### src/rtl/uart_pkg.sv
// Shared constants for the UART receiver: default clocking, frame size
// and the receive FSM state encoding.
// Optional feature macro: UART_RX_PARITY_EN (adds one even-parity bit).
package uart_pkg;

    localparam int DEF_CLK_FREQ  = 50_000_000;
    localparam int DEF_BAUD_RATE = 9600;
    localparam int DATA_BITS     = 8;

`ifdef UART_RX_PARITY_EN
    localparam int FRAME_BITS    = 11;  // start + 8 data + parity + stop
`else
    localparam int FRAME_BITS    = 10;  // start + 8 data + stop
`endif

    // Receive FSM states
    localparam logic [2:0] ST_IDLE   = 3'd0;
    localparam logic [2:0] ST_START  = 3'd1;
    localparam logic [2:0] ST_DATA   = 3'd2;
`ifdef UART_RX_PARITY_EN
    localparam logic [2:0] ST_PARITY = 3'd3;
`endif
    localparam logic [2:0] ST_STOP   = 3'd4;

endpackage

### src/rtl/uart_rx_sync.sv
// Two-flop synchronizer for the asynchronous serial line. Both flops
// reset to 1 so an idle (high) line never looks like a start bit.
module uart_rx_sync (
    input  logic clk_i,
    input  logic rst_i,
    input  logic d_i,
    output logic q_o
);

    logic meta_q;
    logic sync_q;

    // Resample the raw line twice to settle metastability
    always_ff @(posedge clk_i or posedge rst_i) begin
        if (rst_i) begin
            meta_q <= 1'b1;
            sync_q <= 1'b1;
        end else begin
            meta_q <= d_i;
            sync_q <= meta_q;
        end
    end

    assign q_o = sync_q;

endmodule

### src/rtl/uart_rx.sv
// UART receiver: 8 data bits LSB first, 1 stop bit, mid-bit sampling.
// Optional feature macro: UART_RX_PARITY_EN (even parity bit after bit 7).
// uart_flag / rx_err are registered one-cycle pulses; uart_data only
// changes on the cycle uart_flag is high. dbg_state exposes the FSM state.
module uart_rx
    import uart_pkg::*;
#(
    parameter int CLK_FREQ  = DEF_CLK_FREQ,
    parameter int BAUD_RATE = DEF_BAUD_RATE
) (
    input  logic                 sclk,
    input  logic                 srst,
    input  logic                 rs232_rx,
    output logic                 uart_flag,
    output logic [DATA_BITS-1:0] uart_data,
    output logic                 rx_err,
    output logic [2:0]           dbg_state
);

    localparam int BIT_CYC  = CLK_FREQ / BAUD_RATE;
    localparam int HALF_CYC = BIT_CYC / 2;
    localparam int CNT_W    = $clog2(BIT_CYC);

    localparam logic [CNT_W-1:0] BIT_LAST  = CNT_W'(BIT_CYC - 1);
    localparam logic [CNT_W-1:0] HALF_LAST = CNT_W'(HALF_CYC - 1);

    logic                 rx_s;
    logic                 rx_d3_q;
    logic                 fall;

    logic [2:0]           state_q, state_d;
    logic [CNT_W-1:0]     cnt_q,   cnt_d;
    logic [2:0]           idx_q,   idx_d;
    logic [DATA_BITS-1:0] shift_q, shift_d;
    logic [DATA_BITS-1:0] data_q,  data_d;
    logic                 flag_q,  flag_d;
    logic                 err_q,   err_d;
    logic                 frame_ok;
`ifdef UART_RX_PARITY_EN
    logic                 par_q,   par_d;
`endif

    uart_rx_sync u_sync (
        .clk_i (sclk),
        .rst_i (srst),
        .d_i   (rs232_rx),
        .q_o   (rx_s)
    );

    // Third flop: delayed copy of the synchronized line for edge detect
    always_ff @(posedge sclk or posedge srst) begin
        if (srst) rx_d3_q <= 1'b1;
        else      rx_d3_q <= rx_s;
    end

    assign fall = rx_d3_q & ~rx_s;

    // A frame is accepted only with a high stop bit (and matching parity)
`ifdef UART_RX_PARITY_EN
    assign frame_ok = rx_s & (par_q == (^shift_q));
`else
    assign frame_ok = rx_s;
`endif

    // Next-state logic for the receive FSM, bit counter and shift register
    always_comb begin
        state_d = state_q;
        cnt_d   = cnt_q;
        idx_d   = idx_q;
        shift_d = shift_q;
        data_d  = data_q;
        flag_d  = 1'b0;
        err_d   = 1'b0;
`ifdef UART_RX_PARITY_EN
        par_d   = par_q;
`endif
        case (state_q)
            ST_IDLE: begin
                cnt_d = '0;
                idx_d = 3'd0;
                if (fall) state_d = ST_START;
            end
            ST_START: begin
                // Re-check the line at mid start bit; a high line was a glitch
                if (cnt_q == HALF_LAST) begin
                    cnt_d   = '0;
                    state_d = rx_s ? ST_IDLE : ST_DATA;
                end else begin
                    cnt_d = cnt_q + CNT_W'(1);
                end
            end
            ST_DATA: begin
                if (cnt_q == BIT_LAST) begin
                    cnt_d   = '0;
                    shift_d = {rx_s, shift_q[DATA_BITS-1:1]};
                    idx_d   = idx_q + 3'd1;
                    if (idx_q == 3'd7) begin
`ifdef UART_RX_PARITY_EN
                        state_d = ST_PARITY;
`else
                        state_d = ST_STOP;
`endif
                    end
                end else begin
                    cnt_d = cnt_q + CNT_W'(1);
                end
            end
`ifdef UART_RX_PARITY_EN
            ST_PARITY: begin
                if (cnt_q == BIT_LAST) begin
                    cnt_d   = '0;
                    par_d   = rx_s;
                    state_d = ST_STOP;
                end else begin
                    cnt_d = cnt_q + CNT_W'(1);
                end
            end
`endif
            ST_STOP: begin
                // Leaving at mid stop bit lets a back-to-back start bit be seen
                if (cnt_q == BIT_LAST) begin
                    cnt_d   = '0;
                    state_d = ST_IDLE;
                    flag_d  = frame_ok;
                    err_d   = ~frame_ok;
                    if (frame_ok) data_d = shift_q;
                end else begin
                    cnt_d = cnt_q + CNT_W'(1);
                end
            end
            default: begin
                state_d = ST_IDLE;
                cnt_d   = '0;
            end
        endcase
    end

    // State and output registers; reset aborts any frame in progress
    always_ff @(posedge sclk or posedge srst) begin
        if (srst) begin
            state_q <= ST_IDLE;
            cnt_q   <= '0;
            idx_q   <= 3'd0;
            shift_q <= '0;
            data_q  <= '0;
            flag_q  <= 1'b0;
            err_q   <= 1'b0;
`ifdef UART_RX_PARITY_EN
            par_q   <= 1'b0;
`endif
        end else begin
            state_q <= state_d;
            cnt_q   <= cnt_d;
            idx_q   <= idx_d;
            shift_q <= shift_d;
            data_q  <= data_d;
            flag_q  <= flag_d;
            err_q   <= err_d;
`ifdef UART_RX_PARITY_EN
            par_q   <= par_d;
`endif
        end
    end

    assign uart_flag = flag_q;
    assign uart_data = data_q;
    assign rx_err    = err_q;
    assign dbg_state = state_q;

endmodule

### config.mk
export PLATFORM = sky130hd
export DESIGN_NAME = uart_rx
export DESIGN_NICKNAME = d
export VERILOG_FILES = /design/src/rtl/uart_pkg.sv /design/src/rtl/uart_rx_sync.sv /design/src/rtl/uart_rx.sv
export SDC_FILE = /design/constraint.sdc
export NUM_CORES = 1
export LEC_CHECK = 0
export CAP_MARGIN = 10
export CORE_ASPECT_RATIO = 0.9
export CORE_UTILIZATION = 50
export DETAILED_ROUTE_END_ITERATION = 10
export GPL_ROUTABILITY_DRIVEN = 0
export MAX_ROUTING_LAYER = met4
export PLACE_DENSITY_LB_ADDON = 0.1
export SETUP_SLACK_MARGIN = 0.3
export SKIP_LAST_GASP = 1
export SYNTH_ARGS = -nofsm -noshare
export SYNTH_HDL_FRONTEND = slang
export SYNTH_SLANG_ARGS = --single-unit
### constraint.sdc
create_clock -name sclk -period 2.7 [get_ports sclk]
set_input_delay 0.405 -clock sclk [delete_from_list [all_inputs] [get_ports sclk]]
set_output_delay 0.405 -clock sclk [all_outputs]
set_load 0.005 [all_outputs]
---- Word-level counts from Yosys, hierarchy flattened ----
Cells that the tools add are included.
word-level totals
  register bits ........................... 40
  word-level logic and storage cells ...... 48
operators by class
  add/subtract/negate cells ............... 2
  equal/unequal tests ..................... 11
  mux-type cells .......................... 16
  bitwise logic cells ..................... 2
  reduce and logical (&&, ||, !) cells .... 7
operators with widths
  kind                   count
  $mux 13                2
  $pmux 13 s2            1
  $mux 3                 6
  $add 13x1->13 const B  1
  $eq 13x12->1 const B   1
  $eq 13x13->1 const B   1
  $pmux 3 s4             1
  $ne 2x2->1 const B     5
  $eq 3x3->1 const B     2
  $pmux 3 s2             1
  $reduce_and 5->1       1
  $mux 1                 4
  $reduce_and 2->1       2
  $add 3x1->3 const B    1
  $eq 3x1->1 const B     1
  $eq 3x2->1 const B     1
  $logic_not 3->1        1
  $reduce_and 3->1       1
  $mux 2                 1
  $reduce_bool 2->1      1
  $reduce_or 2->1        1
  $and 1x1->1            1
  $not 1->1              1

---- Logic depth before layout (Yosys ltp) ----
Gate-level depths: netlist of the first run.
  depth after elaboration ................. 4
  depth in mapped cells ................... 7
  gate-level depth less buffers ........... 5

---- Cells and area by module ----
From an unflattened synthesis of the first run, not the netlist that was laid out.
second synthesis, totals
  cell total of the unflattened synthesis .. 145
  area, all modules ....................... 1,826.8 um2
modules (own cells, without submodules)
  module        instances  cells each  area an instance (um2)  sequential area each (um2)
  uart_rx       1          142         1,770.4                 952.2
  uart_rx_sync  1          3           56.3                    52.6

---- Worst setup path before layout of the first run ----
No wires, ideal clock.
  kind .................................... flip-flop to flip-flop
  start ................................... register state_q[1], in the netlist dbg_state[1]
  end ..................................... register shift_q[1]
  library setup time ...................... 125 ps
  data arrival time ....................... 1,702 ps
  path slack .............................. 873 ps
  cell stages (with the launch flop) ...... 6
  path buffers ............................ 2
  period minus slack after synthesis ...... 1,827 ps
  cell sequence ........................... dfrtp_1 > buf_6 > or3b_4 > nor4_4 > buf_6 > mux2_4
on the way
  word-level cells in the longest chain between the ends .. 2
RTL lines
  item                        line            text
  start: declaration          uart_rx.sv:31   logic [2:0] state_q, state_d;
  start signal: assignment    uart_rx.sv:152  state_q <= state_d;
  $eq 3x2->1                  uart_rx.sv:77   case (state_q)
  $reduce_and 2->1 (no line)  --
  end signal: assignment      uart_rx.sv:155  shift_q <= shift_d;
  end: declaration            uart_rx.sv:34   logic [DATA_BITS-1:0] shift_q, shift_d;
Every way passes these cells.
A chain may end at the register's enable or synchronous reset.

---- Worst setup path after layout of the first run ----
  start ................................... register cnt_q[0]
  end ..................................... register cnt_q[10]
on the way
  word-level cells in the longest chain between the ends .. 3
  elaborated cells between the ends (all ways) .. 6
  those cells by class .................... 1 x add/sub; 2 x eq/ne; 3 x mux
RTL lines
  item                                         line                                           text
  start: declaration                           uart_rx.sv:32                                  logic [CNT_W-1:0] cnt_q, cnt_d;
  start signal: assignment                     uart_rx.sv:153                                 cnt_q <= cnt_d;
  $add 13x1->13, or another cell as far along  uart_rx.sv:89, uart_rx.sv:105, uart_rx.sv:128
  $mux 13 (on tied branches)                   uart_rx.sv:93, uart_rx.sv:121, uart_rx.sv:85
  $pmux 13 s2 *                                uart_rx.sv:77
  named net cnt_d[10]                          uart_rx.sv:32
Mark *: on every way through the listed nets, which the timed path passes. The rest lies on a longest branch.

==> flow_metrics.env, run 1 <==
export IMPL_status="complete, no violations"
export IMPL_nNetsFinal=174
export IMPL_hold_class="reg2reg"
export IMPL_slew_headroom_pct=68.1
export IMPL_die_w_um=66.6
export IMPL_cts_buffer_depth=2
export IMPL_ant_nets=0
export IMPL_max_freq_mhz=496
export IMPL_grt_pass1_wl_um=5440
export IMPL_ctsHoldBuffers=0
export IMPL_fin_crit_ns=2.01
export IMPL_die_area_um2=4010
export IMPL_crit_start="cnt_q[0]$_DFF_PP0_"
export IMPL_grt_pass1_vias=1132
export IMPL_p_switching_uw=364
export IMPL_post_cts_setup_buffers=0
export IMPL_synthArstFlopShare_pct=100
export IMPL_portBuffers=15
export IMPL_syn_num_nets=156
export IMPL_seqCellArea_um2=1000
export IMPL_ys_seq_area_share_pct=53.5
export IMPL_layout_common_cells="dfrtp_1 (37), nor2_1 (18), clkdlybuf4s50_1 (15)"
export IMPL_hold_viol=0
export IMPL_worst_r2r_path_depth=5
export IMPL_synth_ff_type="dfrtp_1"
export IMPL_nFillCells=280
export IMPL_finalCritPeriodShare_pct=74.6
export IMPL_ys_ff_latch=40
export IMPL_area_growth_pct=15.9
export IMPL_tightest_slew_ns=0.479
export IMPL_core_um2=3480
export IMPL_grt_ovfl_total=0
export IMPL_drt_first_pass_iters=4
export IMPL_grt_max_degree=41
export IMPL_ir_worst_vdd_v=0.000388
export IMPL_finalSetupTns_ns=0
export IMPL_wirelength_um=3060
export IMPL_arrival_ns=2.17
export IMPL_drt_iter0_markers=51
export IMPL_avgSynthCellArea_um2=12.5
export IMPL_route_detailed_drc=0
export IMPL_min_to="u_sync.q_o$_DFF_PP1_"
export IMPL_end_kind="register"
export IMPL_worstPathMaxFanout=13
export IMPL_worstPathRequired_ns=2.85
export IMPL_pwr_share_comb_pct=14.7
export IMPL_layout_drive_gt1_share_pct=21.9
export IMPL_synth_cell_types=35
export IMPL_postLayoutCoreUtil_pct=62.6
export IMPL_final_common_cell="dfrtp_1"
export IMPL_swShare_pct=25.8
export IMPL_drv_cap=0
export IMPL_vias=1168
export IMPL_netlist_area_um2=1880
export IMPL_hp_start="u_sync.meta_q$_DFF_PP1_"
export IMPL_cts_tree="done"
export IMPL_grtUsageTotal_pct=19.0
export IMPL_final_max_slew_violation_count=0
export IMPL_powerDensity_nw_per_um2=649
export IMPL_viasPerCell=5.48
export IMPL_finalPower_uw=1410
export IMPL_internal_power_uw=1050
export IMPL_clockRootBuffer="clkbuf_8"
export IMPL_worstSetupPathType="reg2reg"
export IMPL_fin_skew_ns=0.00865
export IMPL_clkTransAtPathRegs_ns=0.07
export IMPL_p_clk_share_pct=37.0
export IMPL_holdWs_ns=0.363
export IMPL_fp_row_count=20
export IMPL_antenna_found_initial=0
export IMPL_dieHeight_um=60.1
export IMPL_initial_core_util_pct=54.0
export IMPL_r2r_end="cnt_q[10]$_DFF_PP0_"
export IMPL_routedWlPerCell_um=14.4
export IMPL_numCtsBuffers=5
export IMPL_setup_violations_final=0
export IMPL_io_pins=16
export IMPL_r2r_start="cnt_q[0]$_DFF_PP0_"
export IMPL_pwr_share_seq_pct=48.3
export IMPL_cts_sinks=40
export IMPL_n_antenna_cell=0
export IMPL_p_leak_uw=0.000952
export IMPL_hpwl_um=2170
export IMPL_holdPathStages=0
export IMPL_clk_latency_ns=0.29
export IMPL_multi_input_area_um2=817
export IMPL_synth_edff_count=0
export IMPL_postSynthCellCount=150
export IMPL_rrSetupSlack_ns=0.69
export IMPL_synth_warnings=0
export IMPL_rsz0062_at_grt="no"
export IMPL_crit_path_start_kind="register"
export IMPL_htree_levels=2
export IMPL_cts_resized_gates=0
==> cell type report <==
cell class | count | share of cell area (%)
repair buffers | 17 | 7.59
multi-input cells | 102 | 37.6
clock buffers | 7 | 4.43
clock inverters | 1 | 1.38
inverters | 2 | 0.345
well taps | 44 | 2.53
flip-flops and latches | 40 | 46.2
==> synthesized netlist by cell type, drive strengths merged (2+ instances only) <==
cell type | number | area [um^2]
a21oi | 2 | 10.0
and2 | 2 | 12.5
and4 | 2 | 17.5
buf | 6 | 48.8
dfrtp | 37 | 926
dfstp | 3 | 78.8
ha | 3 | 37.5
inv | 2 | 7.51
mux2 | 16 | 203
nand2 | 9 | 33.8
nand3 | 4 | 20.0
nand3b | 2 | 15.0
nand4 | 5 | 37.5
nand4bb | 3 | 66.3
nor2 | 18 | 67.6
nor3 | 4 | 20.0
nor4b | 3 | 26.3
o21ai | 5 | 25.0
or3 | 2 | 12.5
xnor2 | 6 | 52.6
xor2 | 6 | 52.6
==> worst max-delay path, stage by stage (launching register included) <==
cell and delay, ns:
dfrtp_1 0.39, ha_1 0.26, nand4bb_1 0.23, or3_1 0.50, a22oi_4 0.40, nor2_1 0.10
==> state kept, by name (all words and copies together) (netlist names) <==
| signal | flops |
|---|---|
| cnt_q | 13 |
| dbg_state | 3 |
| idx_q | 3 |
| rx_d3_q | 1 |
| rx_err | 1 |
| shift_q | 8 |
| u_sync.meta_q | 1 |
| u_sync.q_o | 1 |
| uart_data | 8 |
| uart_flag | 1 |
==> worst max path at each step <==
stage                                           to
after floorplan             shift_q[1]$_DFFE_PP0P_
after global placement      shift_q[7]$_DFFE_PP0P_
after detailed placement       cnt_q[10]$_DFF_PP0_
after CTS                      cnt_q[10]$_DFF_PP0_
after global routing      uart_data[7]$_DFFE_PP0P_
final                          cnt_q[10]$_DFF_PP0_
==> power by group through the flow <==
stage / clock network [uW] / logic (uW) / registers, uW
5_1_grt: 555 / 239 / 690
6_report: 522 / 208 / 682
2_1_floorplan: 0 / 191 / 672
4_1_cts: 534 / 212 / 682
3_5_place_dp: 0 / 210 / 694
3_3_place_gp: 0 / 207 / 688
==> layer usage <==
metal  wire [um]  GRT usage, %  vias to the layer above
met5           0             -                        -
met4          34          6.38                        0
met3          81          4.58                        5
met2        1380          27.4                       18
met1        1570          26.3                      583
li1            -             -                      562
==> cells by family (layout without fill, tap and decap cells) <==
| kind of cell | after synthesis | count (layout) | share of synthesized area (%) |
|---|---|---|---|
| AO/OA/AOI/OAI | 11 | 11 | 4.26 |
| XOR/XNOR | 12 | 12 | 5.60 |
| adder cells (fa/ha/maj) | 3 | 3 | 2.00 |
| buffers and inverters | 8 | 27 | 3.00 |
| flip-flops | 40 | 40 | 53.5 |
| multiplexers | 16 | 16 | 10.8 |
| AND/OR/NAND/NOR | 60 | 60 | 20.9 |
==> per-stage QoR <==
| step | cells | worst slack, ns | cell area (um^2) |
|---|---|---|---|
| global route | 213 | 0.530 | 2180 |
| floorplan | 150 | 0.873 | 1880 |
| detailed placement | 205 | 0.698 | 2050 |
| CTS | 213 | 0.692 | 2180 |
| global placement | 205 | 0.725 | 2050 |
| finish | 213 | 0.686 | 2180 |
No activity file was read; power rests on OpenSTA's default activity.
==> run 2: changes to the inputs <==
Clock period 2.7 ns to 2 ns, I/O delays scaled along.
==> flow_metrics.env, run 2 (synthesis results as in run 1) <==
export IMPL_status="complete, no violations"
export IMPL_grt_max_degree=41
export IMPL_rrSetupSlack_ns=0.31
export IMPL_final_max_slew_violation_count=0
export IMPL_worstPathRequired_ns=2.18
export IMPL_dpl_instance_area_um2=2090
export IMPL_hp_start="u_sync.meta_q$_DFF_PP1_"
export IMPL_tightest_slew_ns=0.482
export IMPL_slew_headroom_pct=67.9
export IMPL_fin_crit_ns=1.69
export IMPL_end_kind="register"
export IMPL_fin_area_um2=2340
export IMPL_powerDensity_nw_per_um2=817
export IMPL_ir_worst_vdd_v=0.000527
export IMPL_antenna_found_initial=0
export IMPL_rsz0062_at_grt="yes"
export IMPL_r2r_end="cnt_q[3]$_DFF_PP0_"
export IMPL_grtUsageTotal_pct=22.3
export IMPL_largest_reg_flops=13
export IMPL_final_common_cell="dfrtp_1"
export IMPL_drt_first_pass_iters=4
export IMPL_finalCritPeriodShare_pct=84.5
export IMPL_htree_levels=2
export IMPL_numCtsBuffers=5
export IMPL_crit_path_start_kind="register"
export IMPL_dieHeight_um=60.1
export IMPL_drt_iter0_markers=75
export IMPL_finalSetupTns_ns=0
export IMPL_worstPathMaxFanout=11
export IMPL_die_w_um=66.6
export IMPL_die_area_um2=4010
export IMPL_viasPerCell=5.45
export IMPL_place_ws_ns=0.0594
export IMPL_clkTransAtPathRegs_ns=0.07
export IMPL_postLayoutCoreUtil_pct=67.4
export IMPL_fin_skew_ns=0.00340
export IMPL_nNetsFinal=191
export IMPL_drv_cap=0
export IMPL_hold_viol=0
export IMPL_hold_class="reg2reg"
export IMPL_hpwl_um=2200
export IMPL_cts_buffer_depth=2
export IMPL_initial_core_util_pct=54.0
export IMPL_wirelength_um=3570
export IMPL_vias=1253
export IMPL_grt_ovfl_total=0
export IMPL_setup_violations_final=0
export IMPL_io_pins=16
export IMPL_fp_row_count=20
export IMPL_r2r_start="cnt_q[9]$_DFF_PP0_"
export IMPL_setup_ws_ns=0.311
export IMPL_largest_register="cnt_q"
export IMPL_n_antenna_cell=0
export IMPL_min_to="u_sync.q_o$_DFF_PP1_"
export IMPL_arrival_ns=1.87
export IMPL_grt_pass1_vias=1268
export IMPL_routedWlPerCell_um=15.5
export IMPL_ant_nets=0
export IMPL_ctsHoldBuffers=0
export IMPL_layout_common_cells="dfrtp_1 (35), nor2_1 (18), buf_4 (16)"
export IMPL_clockRootBuffer="clkbuf_8"
export IMPL_holdPathStages=0
export IMPL_worstSetupPathType="reg2reg"
export IMPL_grt_pass1_wl_um=6120
export IMPL_portBuffers=15
export IMPL_p_leak_uw=0.00102
export IMPL_area_growth_pct=24.9
export IMPL_route_detailed_drc=0
export IMPL_cts_sinks=40
export IMPL_core_um2=3480
export IMPL_max_freq_mhz=592
export IMPL_layout_drive_gt1_share_pct=31.2
export IMPL_clk_latency_ns=0.29
export IMPL_cts_tree="done"
export IMPL_worst_r2r_path_depth=5
-- run 2: metal layers --
metal | vias to the layer above | GRT usage (%) | routed length (um)
met1 | 616 | 29.7 | 1630
met5 | - | - | 0
met3 | 6 | 7.82 | 193
met2 | 33 | 30.6 | 1690
li1 | 598 | - | -
met4 | 0 | 9.73 | 57
-- run 2: how the worst max path moves through the flow --
stage	from	end	slack [ns]	cells after the start
finish	cnt_q[9]$_DFF_PP0_	cnt_q[3]$_DFF_PP0_	0.31	5
global route	cnt_q[9]$_DFF_PP0_	uart_data[1]$_DFFE_PP0P_	0.24	4
CTS	cnt_q[0]$_DFF_PP0_	cnt_q[3]$_DFF_PP0_	0.29	6
detailed placement	cnt_q[0]$_DFF_PP0_	uart_data[3]$_DFFE_PP0P_	0.06	5
global placement	cnt_q[0]$_DFF_PP0_	uart_data[0]$_DFFE_PP0P_	0.1	5
floorplan	dbg_state[1]$_DFFE_PP0P_	shift_q[1]$_DFFE_PP0P_	0.23	5
-- run 2: final cells by class --
type | instances | area (um^2)
clock buffers | 8 | 90.1
fillers | 253 | 1130
inverters | 2 | 7.51
multi-input cells | 102 | 872
flip-flops and latches | 40 | 1010
well taps | 44 | 55.1
repair buffers | 34 | 313
-- run 2: critical path, stage by stage (launching register included) --
cell and delay [ns]:
dfrtp_1 0.42, nand4bb_4 0.27, or3_4 0.46, a22oi_4 0.22, buf_12 0.15, nor2_1 0.05
-- run 2: report_power, final --
part / internal [uW] / switching, uW
Combinational: 241 / 243
Sequential: 851 / 36.9
Clock: 281 / 262
Total: 1370 / 542
-- run 2: timing repair --
action	4_1_cts	5_1_grt
endpoints found under the setup margin	31	33
cloned	1	0
gates resized for setup	8	5
pin swaps	4	3
setup buffers	9	2
-- run 2: stage by stage --
stage	total power, uW	std cells	hold WS (ns)
final	1910	230	0.358
after global routing	2030	230	0.366
after CTS	1920	228	0.359
after detailed placement	1250	210	0.348
after global placement	1240	210	0.346
after floorplan	1170	150	0.304
==> run 3: changes to the inputs <==
Clock period 2 ns to 1.7 ns, I/O delays scaled along.
==> flow_metrics.env, run 3 (synthesis results as in run 1) <==
export IMPL_hpwl_um=2330
export IMPL_ctsHoldBuffers=0
export IMPL_vias=1294
export IMPL_routedWlPerCell_um=14.8
export IMPL_crit_path_start_kind="register"
export IMPL_powerDensity_nw_per_um2=964
export IMPL_place_inst=224
export IMPL_wirelength_um=3590
export IMPL_worstSetupPathType="reg2reg"
export IMPL_busiest_layer="met2"
export IMPL_max_freq_mhz=582
export IMPL_rsz0062_at_grt="yes"
export IMPL_status="finished with violations"
export IMPL_grt_pass1_wl_um=5660
export IMPL_largest_reg_flops=13
export IMPL_grt_max_degree=41
export IMPL_ir_worst_vdd_v=0.000631
export IMPL_use_met2_pct=32.0
export IMPL_cts_sinks=40
export IMPL_dieHeight_um=60.1
export IMPL_viasPerCell=5.33
export IMPL_met1_usage_pct=25.0
export IMPL_grt_ovfl_total=0
export IMPL_clk_latency_ns=0.28
export IMPL_grtUsageTotal_pct=19.7
export IMPL_cts_tree="done"
export IMPL_ant_nets=0
export IMPL_violations="setup timing"
export IMPL_fin_crit_ns=1.72
export IMPL_fin_area_um2=2540
export IMPL_cts_buffer_depth=2
export IMPL_clockRootBuffer="clkbuf_8"
export IMPL_place_ws_ns=-0.111
export IMPL_hold_viol=0
export IMPL_initial_core_util_pct=54.0
export IMPL_hold_class="in2async"
export IMPL_area_growth_pct=35.4
export IMPL_grt_pass1_vias=1267
export IMPL_io_pins=16
export IMPL_n_antenna_cell=0
export IMPL_p_leak_uw=0.00123
export IMPL_drv_cap=0
export IMPL_tightest_slew_ns=0.334
export IMPL_finalCritPeriodShare_pct=101
export IMPL_holdWs_ns=0.338
export IMPL_clkTransAtPathRegs_ns=0.07
export IMPL_core_um2=3480
export IMPL_worstPathMaxFanout=9
export IMPL_final_max_slew_violation_count=0
export IMPL_nNetsFinal=204
export IMPL_fp_row_count=20
export IMPL_end_kind="register"
export IMPL_die_area_um2=4010
export IMPL_rrSetupSlack_ns=-0.02
export IMPL_die_w_um=66.6
export IMPL_stdcell_count=243
export IMPL_dpl_instance_area_um2=2240
export IMPL_finalSetupTns_ns=-0.0324
export IMPL_slew_headroom_pct=77.4
export IMPL_layout_common_cells="dfrtp_1 (36), buf_4 (21), nor2_1 (16)"
export IMPL_route_detailed_drc=0
export IMPL_numCtsBuffers=5
export IMPL_setup_ws_ns=-0.0171
export IMPL_layout_drive_gt1_share_pct=39.7
export IMPL_portBuffers=15
export IMPL_arrival_ns=1.88
export IMPL_final_common_cell="dfrtp_1"
export IMPL_largest_register="cnt_q"
export IMPL_drt_iter0_markers=64
export IMPL_fin_skew_ns=0.00249
export IMPL_grt_use_met3_pct=4.58
export IMPL_drt_first_pass_iters=4
export IMPL_setup_violations_final=2
export IMPL_antenna_found_initial=0
export IMPL_htree_levels=2
export IMPL_worstPathRequired_ns=1.87
## run 3: stage by stage
stage / total power (uW) / utilization (%)
after floorplan: 1380 / -
after global placement: 1570 / 64.3
after global routing: 2570 / 73.1
final: 2450 / 73.1
after CTS: 2380 / 69.5
after detailed placement: 1580 / 64.3
## run 3: path summary, 6_finish.rpt
kind / start / endpoint / depth (start not counted)
hold reg to reg: u_sync.meta_q$_DFF_PP1_ / u_sync.q_o$_DFF_PP1_ / 0
max in group asynchronous: srst / rx_d3_q$_DFF_PP1_ / 3
setup / recovery: dbg_state[2]$_DFFE_PP0P_ / shift_q[0]$_DFFE_PP0P_ / 4
hold / removal: srst / uart_data[1]$_DFFE_PP0P_ / 3
setup reg to reg: dbg_state[2]$_DFFE_PP0P_ / shift_q[0]$_DFFE_PP0P_ / 4
min in group sclk: u_sync.meta_q$_DFF_PP1_ / u_sync.q_o$_DFF_PP1_ / 0
## run 3: final cells by class
type	count	area, um^2
timing repair buffer	47	463
sequential	40	1010
tap	44	55.1
clock inverter	3	42.5
multi-input combinational	102	900
fill	231	936
clock buffer	5	68.8
inverter	2	7.51
## run 3: repair_timing
item                                    4_1_cts  5_1_grt
resized for setup                            15       20
pin swaps                                     2        6
endpoints found under the setup margin       44       43
buffers inserted                              6        5
## run 3: layer usage
layer  share of wire [%]  routed length [um]
met5                   0                   0
met4                   0                   0
met3                 2.8                 102
met2                  51                1820
met1                  46                1660
## run 3: worst max-delay path: stages, from the launching register on
cell and delay [ns]:
dfrtp_1 0.38, or3b_4 0.43, nor4_4 0.28, buf_12 0.18, mux2_2 0.33
## run 3: power by group
group | leakage [uW] | switching [uW] | total (uW) | internal (uW)
Clock | 0.0000541 | 312 | 746 | 434
Combinational | 0.000634 | 299 | 664 | 365
Sequential | 0.000542 | 40.9 | 1040 | 1000
Total | 0.00123 | 651 | 2450 | 1800
